`config.mk`:
```
export PLATFORM = sky130hd
export DESIGN_NAME = axi_mem_loader
export DESIGN_NICKNAME = d
export VERILOG_FILES = /design/src/rtl/axi_mem_loader.sv
export SDC_FILE = /design/constraint.sdc
export NUM_CORES = 1
export LEC_CHECK = 0
export CAP_MARGIN = 20
export CORE_MARGIN = 10
export CORE_UTILIZATION = 48
export DETAILED_ROUTE_END_ITERATION = 16
export HOLD_SLACK_MARGIN = 0.12
export PLACE_DENSITY = 0.8
export SLEW_MARGIN = 20
export SYNTH_ARGS = -nofsm -noshare
export SYNTH_HDL_FRONTEND = slang
export SYNTH_SLANG_ARGS = --single-unit
```
`constraint.sdc`:
```
create_clock -name clk -period 2.2 [get_ports clk]
set_input_delay 0.44 -clock clk [delete_from_list [all_inputs] [get_ports clk]]
set_output_delay 0.44 -clock clk [all_outputs]
set_load 0.05 [all_outputs]
```
`src/rtl/axi_mem_loader.sv`:
```
// axi_mem_loader: AXI4-Lite write-only slave that turns host writes into single-cycle memory word writes.
// Define AXI_MEM_LOADER_STRB_CHECK_EN to reject partial-strobe writes with SLVERR.
module axi_mem_loader #(
  parameter int          MEM_AW    = 9,
  parameter logic [31:0] BASE_ADDR = 32'h0000_0000
) (
  input  logic              clk,
  input  logic              reset,
  input  logic [31:0]       s_awaddr,
  input  logic              s_awvalid,
  output logic              s_awready,
  input  logic [31:0]       s_wdata,
  input  logic [3:0]        s_wstrb,
  input  logic              s_wvalid,
  output logic              s_wready,
  output logic [1:0]        s_bresp,
  output logic              s_bvalid,
  input  logic              s_bready,
  output logic              axi_mem_w,
  output logic [MEM_AW-1:0] axi_mem_addr,
  output logic [31:0]       axi_mem_data,
  output logic              busy
);
  typedef enum logic [1:0] {IDLE, WRITE, RESP} state_t;
  state_t state_q, state_d;
  logic aw_held_q, aw_held_d, w_held_q, w_held_d;
  logic [31:0] awaddr_q, awaddr_d, wdata_q, wdata_d, off;
  logic [3:0] wstrb_q, wstrb_d;
  logic aw_acc, w_acc, go, ok;
  logic awready_q, wready_q, bvalid_q, mem_w_q, busy_q;
  logic [1:0] bresp_q;
  logic [MEM_AW-1:0] mem_addr_q;
  logic [31:0] mem_data_q;
  always_comb begin
    aw_acc = s_awvalid && awready_q;
    w_acc = s_wvalid && wready_q;
    awaddr_d = aw_acc ? s_awaddr : awaddr_q;
    wdata_d = w_acc ? s_wdata : wdata_q;
    wstrb_d = w_acc ? s_wstrb : wstrb_q;
    go = (state_q == IDLE) && (aw_held_q || aw_acc) && (w_held_q || w_acc);
    aw_held_d = (state_q == WRITE) ? 1'b0 : aw_held_q || aw_acc;
    w_held_d = (state_q == WRITE) ? 1'b0 : w_held_q || w_acc;
    off = awaddr_d - BASE_ADDR;
`ifdef AXI_MEM_LOADER_STRB_CHECK_EN
    ok = (off[1:0] == 2'b00) && (off[31:MEM_AW+2] == '0) && (wstrb_d == 4'hF);
`else
    ok = (off[1:0] == 2'b00) && (off[31:MEM_AW+2] == '0);
`endif
    state_d = go ? WRITE :
              (state_q == WRITE) ? RESP :
              (state_q == RESP && s_bready) ? IDLE : state_q;
  end
  // Readies, bvalid and busy are derived from next state so every output stays registered.
  always_ff @(posedge clk) begin
    if (reset) begin
      state_q    <= IDLE;
      aw_held_q  <= 1'b0;
      w_held_q   <= 1'b0;
      awaddr_q   <= '0;
      wdata_q    <= '0;
      wstrb_q    <= '0;
      awready_q  <= 1'b0;
      wready_q   <= 1'b0;
      bvalid_q   <= 1'b0;
      bresp_q    <= 2'b00;
      mem_w_q    <= 1'b0;
      mem_addr_q <= '0;
      mem_data_q <= '0;
      busy_q     <= 1'b0;
    end else begin
      state_q    <= state_d;
      aw_held_q  <= aw_held_d;
      w_held_q   <= w_held_d;
      awaddr_q   <= awaddr_d;
      wdata_q    <= wdata_d;
      wstrb_q    <= wstrb_d;
      awready_q  <= (state_d == IDLE) && !aw_held_d;
      wready_q   <= (state_d == IDLE) && !w_held_d;
      bvalid_q   <= state_d == RESP;
      bresp_q    <= go ? (ok ? 2'b00 : 2'b10) : bresp_q;
      mem_w_q    <= go && ok;
      mem_addr_q <= (go && ok) ? off[MEM_AW+1:2] : mem_addr_q;
      mem_data_q <= (go && ok) ? wdata_d : mem_data_q;
      busy_q     <= (state_d != IDLE) || aw_held_d || w_held_d;
    end
  end
`ifndef AXI_MEM_LOADER_STRB_CHECK_EN
  logic unused_strb;
  assign unused_strb = ^wstrb_q;
`endif
  assign s_awready    = awready_q;
  assign s_wready     = wready_q;
  assign s_bvalid     = bvalid_q;
  assign s_bresp      = bresp_q;
  assign axi_mem_w    = mem_w_q;
  assign axi_mem_addr = mem_addr_q;
  assign axi_mem_data = mem_data_q;
  assign busy         = busy_q;
endmodule

```
==> summary.txt, run 1 <==
Outcome
  – Outcome: complete, no violations

Clock network
  – CTS resizes: 0
  – Clock Sink Count: 115
  – CTS root buf: clkbuf_8
  – Cts hold-fix bufs: 0
  – Postcts setup bufs: 0
  – H-tree Lvls: 4
  – Clk_lat worst skew: 0.50 ns
  – Clk pin slew, worst setup/hold paths: 0.05 ns
  – Longest Clk Path Bufs: 2
  – CTS tree: built
  – CTS Buf Count: 17

Power and ir drop
  – Int Pwr: 4.17 mW
  – Clock share of power: 0.494
  – Sequential share of power: 0.410
  – Sw Pwr: 1.19 mW
  – Sw Share: 0.222
  – Combinational share of power: 0.096
  – Lkg Pwr: 2.49 nW
  – Maximum VDD drop: 521 uV
  – Power Dens Cells: 859 nW/um^2

Timing
  – Final hold viol count: 0
  – Fin. max-slew vios: 0
  – Hold_ws: 0.420 ns
  – Worst setup margin: 0.0711 ns
  – Period utilization: 0.968
  – Minimum clock period: 2.13 ns
  – Clock skew: 0.00723 ns
  – Endpoints failing setup: 0
  – Worst-Margin Slew: 0.584 ns
  – Unrepaired setup endpoints after global routing: false
  – Max frequency: 0.470 GHz
  – Max-slew headroom: 0.609

Drt
  – Vias: 3539
  – # DRC: 0
  – Routed len/inst: 15.6 microns
  – Drt total wl: 11000 microns
  – Remaining antenna violation count: 0
  – Vias/cell: 5.04
  – Drt first pass iters: 4
  – First-iteration detailed-routing DRC count: 214

Min path
  – Hold Path Class: input port to flop

Worst setup path
  – Critical path fanouts, max: 2
  – CP cell instances: clkdlybuf4s50_1
  – CP arrival: 1.69 ns
  – Delay-heaviest family, CP: buffers and inverters
  – CP Data Required Time: 1.76 ns
  – Crit-path max cell delay: 0.83 ns
  – Critical-path top delay cell: clkdlybuf4s50_1
  – WS Path Type: flop to primary output
  – CP Capture Type: primary output
  – CP Launch Type: flop
  – WP buf/inv: 1

Synthesis
  – Top cells by area, synth: dfxtp_1 (53%), mux2_4 (13%), nand2_1 (11%), a21oi_1 (7.7%), nor2b_1 (5.9%)
  – Post-synth cell types: 27
  – Syn. warnings: 0
  – Cell accounting for the most synthesized area: dfxtp_1
  – Number of synthesized register bits: 115
  – Synth Instances: 464
  – Mean Syn Cell Area: 9.45 sq um
  – Synthesized area: 4380 sq um
  – Synth top area share: 0.525
  – Syn Nets: 537
  – Sequential area share after synthesis: 0.525

Finish
  – Area Overhead vs Synth: 42.4%
  – Ant. Diodes: 0
  – Layout fillers: 629
  – Share of cells above drive strength 1: 0.152
  – Multi-input gate area: 1910 sq um
  – Nets: 655
  – Register Area: 2300 sq um

Place
  – Port Buf Inserts: 115
  – Dpl ws: -0.268 ns
  – Final GP Congestion: 0.802
  – HPWL after DPL: 7680 microns

Job
  – Max Cap Viol: 0

Global route
  – GRT Total Usage: 0.167
  – Initial antenna violation count: 0
  – First-pass GRT wire length: 17800 microns
  – Vias in the first global route: 3652
  – Largest net degree at the start of global routing: 36
  – GRT overflow: 0

Floorplanning
  – Starting Density: 0.498
  – Row count: 34
  – Die area: 13400 sq um
  – Die Wd: 116 microns
  – I/O pin cnt: 121
  – Core Area: 8810 sq um
  – Die Y: 116 microns
layer usage:
layer	track usage	up-vias	part of all wire
li1	-	1764	-
met3	0.0620	8	0.084
met4	0.0507	0	0.0055
met5	0	-	0
met1	0.203	1645	0.43
met2	0.271	122	0.48
power by group through the flow:
stage	logic, mW	registers [mW]	clock network, mW
after CTS	0.518	2.20	2.68
after detailed placement	0.512	2.24	0
after global placement	0.502	2.24	0
final	0.513	2.20	2.65
after floorplan	0.234	2.28	0
after global routing	0.562	2.21	2.78
cells in the final DEF, fill, tap and decap left out, drive strengths merged:
| cell type | Yosys | final |
|---|---|---|
| nand2 | 132 | 132 |
| dfxtp | 115 | 115 |
| clkdlybuf4s50 | 0 | 114 |
| a21oi | 67 | 67 |
| nor2b | 41 | 41 |
| mux2 | 41 | 41 |
| clkbuf | 17 | 21 |
| buf | 15 | 17 |
| nor4 | 10 | 10 |
| nor2 | 6 | 6 |
| clkinv | 0 | 4 |
| and2 | 3 | 3 |
| clkinvlp | 0 | 3 |
| bufinv | 0 | 3 |
| nand4 | 2 | 2 |
| nor3 | 2 | 2 |
| nand3 | 2 | 2 |
| inv | 2 | 2 |
| and3b | 2 | 2 |
| or4 | 1 | 1 |
| o22ai | 1 | 1 |
| nand2b | 1 | 1 |
| or2 | 1 | 1 |
| a21o | 1 | 1 |
| a31oi | 1 | 1 |
| conb | 1 | 1 |
worst paths after layout:
kind,cells after the start,slack (ns),to,startpoint
min reg2reg,2,0.45,awaddr_q[18]$_SDFF_PP0_,awaddr_q[18]$_SDFF_PP0_
max,1,0.07,axi_mem_data[31],axi_mem_data[31]$_SDFFE_PP0P_
min,2,0.42,wdata_q[8]$_SDFF_PP0_,reset
max reg2reg,6,0.37,axi_mem_data[20]$_SDFFE_PP0P_,s_wready$_SDFF_PP0_
per-stage QoR:
stage	power [mW]	instances	setup TNS (ns)	instance area, sq um	util
after CTS	5.40	702	0	6240	0.709
after global routing	5.55	702	0	6240	0.709
after global placement	2.74	671	-9.95	5660	0.643
after floorplan	2.52	464	0	4390	-
final	5.36	702	0	6240	0.709
after detailed placement	2.75	671	-10.22	5660	0.643
synthesized netlist by cell type (all sizes together):
library cell,count
nand4,2
or4,1
nor4,10
nor2b,41
clkbuf,17
nor2,6
a21oi,67
and2,3
inv,2
a21o,1
nand3,2
conb,1
and3b,2
dfxtp,115
a31oi,1
or2,1
o22ai,1
nor3,2
buf,15
mux2,41
nand2,132
nand2b,1
registers in the layout, summed over array words and instances (netlist names):
name,cells
aw_held_q,1
awaddr_q,32
axi_mem_addr,9
axi_mem_data,32
axi_mem_w,1
busy,1
s_awready,1
s_bresp,1
s_bvalid,1
s_wready,1
state_q,2
w_held_q,1
wdata_q,32
cells by family (layout without fill, tap and decap cells):
| group | count (synthesis) | after routing | synth area share |
|---|---|---|---|
| compound gates | 70 | 70 | 0.0811 |
| buf+inv | 34 | 164 | 0.0397 |
| flops | 115 | 115 | 0.525 |
| mux | 41 | 41 | 0.139 |
| other cells | 1 | 1 | 0.000856 |
| simple gates | 203 | 203 | 0.214 |
final cells by class:
class	instances	share of cell area
Clock buffer	21	0.0720
Clock inverter	10	0.0212
Inverter	2	0.00120
Multi-Input combinational cell	315	0.305
Sequential cell	115	0.369
Tap cell	108	0.0216
Timing Repair Buffer	131	0.209
Note: power is estimated with default switching activity, not from simulation.
==> run 2, diff against run 1 <==
Clock period 2.2 ns to 2.38 ns, I/O delays scaled along.
==> run 2 against run 1 <==
Combinational power shrank 7.8%; critical path depth stayed put; global-route usage hardly changed; core utilization grew 0.099 points; sequential power shrank 8%; non-clock buffer count fell by 3; first-iteration DRC count is 6.5% lower; die area unchanged; design area up 0.14%; sequential cell count is the same; wire length is 1.8% higher; worst hold slack improved by 0.014 ns; largest power group unchanged.
==> summary.txt, run 2 (synthesis results as in run 1) <==
Outcome
  – Outcome: complete, no violations (unchanged)

Finish
  – Layout fillers: 646 (was 629)
  – Share of cells above drive strength 1: 0.147 (was 0.152)
  – Area Overhead vs Synth: 42.6% (was 42.4%)
  – Commonest non-fill, non-tap cell in the layout: nand2_1 (unchanged)
  – Nets: 652 (was 655)
  – Most frequent cells in the layout: nand2_1 (132), dfxtp_1 (115), clkdlybuf4s50_1 (114) (was nand2_1 (132), clkdlybuf4s50_1 (114), dfxtp_1 (113))
  – Ant. Diodes: 0 (unchanged)
  – Design area: 6250 sq um (was 6240 sq um)

Power and ir drop
  – Clock share of power: 0.509 (was 0.494)
  – Int Pwr: 3.94 mW (was 4.17 mW)
  – Combinational share of power: 0.093 (was 0.096)
  – Sw Pwr: 1.16 mW (was 1.19 mW)
  – Power Dens Cells: 817 nW/um^2 (was 859 nW/um^2)
  – Sequential share of power: 0.398 (was 0.410)
  – Maximum VDD drop: 476 uV (was 521 uV)
  – Lkg Pwr: 2.48 nW (was 2.49 nW)
  – Sw Share: 0.227 (was 0.222)

Floorplanning
  – I/O pin cnt: 121 (unchanged)
  – Starting Density: 0.498 (unchanged)
  – Row count: 34 (unchanged)
  – Die Wd: 116 microns (unchanged)
  – Die Y: 116 microns (unchanged)
  – Core Area: 8810 sq um (unchanged)
  – Die area: 13400 sq um (unchanged)

Worst setup path
  – WS Path Type: flop to primary output (unchanged)
  – CP Capture Type: primary output (unchanged)
  – Crit-path max cell delay: 0.82 ns (was 0.83 ns)
  – CP cell instances: clkdlybuf4s50_1 (unchanged)
  – Critical path fanouts, max: 3 (was 2)
  – WP buf/inv: 1 (unchanged)
  – CP Data Required Time: 1.90 ns (was 1.76 ns)
  – Delay-heaviest family, CP: buffers and inverters (unchanged)
  – Critical-path top delay cell: clkdlybuf4s50_1 (unchanged)
  – CP Launch Type: flop (unchanged)
  – CP arrival: 1.69 ns (about the same)

Timing
  – Period utilization: 0.912
  – Clock skew: 0.00961 ns (was 0.00723 ns)
  – Unrepaired setup endpoints after global routing: false (unchanged)
  – Fin Setup TNS: 0 ns (unchanged)
  – Max-slew headroom: 0.625 (was 0.609)
  – Final hold viol count: 0 (unchanged)
  – Endpoints failing setup: 0 (unchanged)
  – Fin. max-slew vios: 0 (unchanged)
  – Max frequency: 0.461 GHz
  – Minimum clock period: 2.17 ns
  – Worst-Margin Slew: 0.561 ns (was 0.584 ns)

Clock network
  – Postcts setup bufs: 0 (unchanged)
  – Clk_lat worst skew: 0.50 ns (about the same)
  – CTS root buf: clkbuf_8 (unchanged)
  – Cts hold-fix bufs: 0 (unchanged)
  – Clk pin slew, worst setup/hold paths: 0.06 ns (was 0.05 ns)
  – CTS tree: built (unchanged)
  – Longest Clk Path Bufs: 2 (unchanged)
  – CTS Buf Count: 17 (unchanged)
  – CTS resizes: 0 (unchanged)
  – H-tree Lvls: 4 (unchanged)
  – Clock Sink Count: 115 (unchanged)

Drt
  – Drt total wl: 11200 microns (was 11000 microns)
  – Remaining antenna violation count: 0 (unchanged)
  – Routed len/inst: 16.0 microns (was 15.6 microns)
  – # DRC: 0 (unchanged)
  – Drt first pass iters: 4 (unchanged)
  – Vias: 3552 (was 3539)
  – First-iteration detailed-routing DRC count: 200 (was 214)
  – Vias/cell: 5.07 (was 5.04)

Place
  – Final GP Congestion: 0.806 (was 0.802)
  – Placed inst area: 5640 sq um (was 5660 sq um)
  – HPWL after DPL: 7720 microns (was 7680 microns)
  – Port Buf Inserts: 115 (unchanged)

Global route
  – Initial antenna violation count: 0 (unchanged)
  – GRT overflow: 0 (unchanged)
  – First-pass GRT wire length: 17900 microns (was 17800 microns)
  – Vias in the first global route: 3690 (was 3652)
  – GRT Total Usage: 0.167 (about the same)
  – Largest net degree at the start of global routing: 61 (was 36)

Job
  – Max Cap Viol: 0 (unchanged)

Min path
  – Hold Path Class: input port to flop (unchanged)
run 2: changes by cell type in the layout (fill, tap and decap cells not counted), moves of 2 or more:
cell	change
buf_4	-3
clkinv_2	-2
clkinvlp_4	+3
dfxtp_1	+2
dfxtp_2	-2
run 2: worst paths after layout:
path / from / to / slack, ns / cells after the start
max: s_wready$_SDFF_PP0_ / s_wready / 0.21 / 1
min: reset / awaddr_q[30]$_SDFF_PP0_ / 0.43 / 2
max reg2reg: s_wready$_SDFF_PP0_ / axi_mem_addr[5]$_SDFFE_PP0P_ / 0.45 / 6
min reg2reg: awaddr_q[23]$_SDFF_PP0_ / awaddr_q[23]$_SDFF_PP0_ / 0.46 / 2
run 2: final cells by class:
type	count	area (sq um)	share of cell area
inverters	2	7.51	0.00120
multi-input cells	315	1910	0.305
flip-flops and latches	115	2300	0.368
well taps	108	135	0.0216
clock inverters	13	184	0.0294
clock buffers	19	432	0.0691
repair buffers	128	1280	0.205
run 2: power groups by stage:
stage                     Clock (mW)  Combinational (mW)  Sequential (mW)
after floorplan                    0               0.217             2.11
after global routing            2.71               0.515             2.04
after detailed placement           0               0.471             2.07
final                           2.60               0.473             2.03
after global placement             0               0.462             2.07
after CTS                       2.62               0.475             2.03
run 2: through the flow:
stage | setup slack [ns] | hold slack [ns] | cells | util | total power, mW
floorplan | 0.0791 | 0.434 | 464 | - | 2.33
global placement | -0.110 | 0.440 | 668 | 0.640 | 2.53
detailed placement | -0.136 | 0.449 | 668 | 0.640 | 2.54
CTS | 0.192 | 0.407 | 700 | 0.710 | 5.13
global route | 0.176 | 0.433 | 700 | 0.710 | 5.26
finish | 0.209 | 0.434 | 700 | 0.710 | 5.10
run 2: layer usage:
| layer | vias up | GRT usage | part of all wire |
|---|---|---|---|
| met5 | - | 0 | 0 |
| met4 | 0 | 0.0532 | 0.0083 |
| met3 | 11 | 0.0589 | 0.075 |
| met2 | 125 | 0.279 | 0.47 |
| met1 | 1667 | 0.197 | 0.44 |
| li1 | 1749 | - | - |
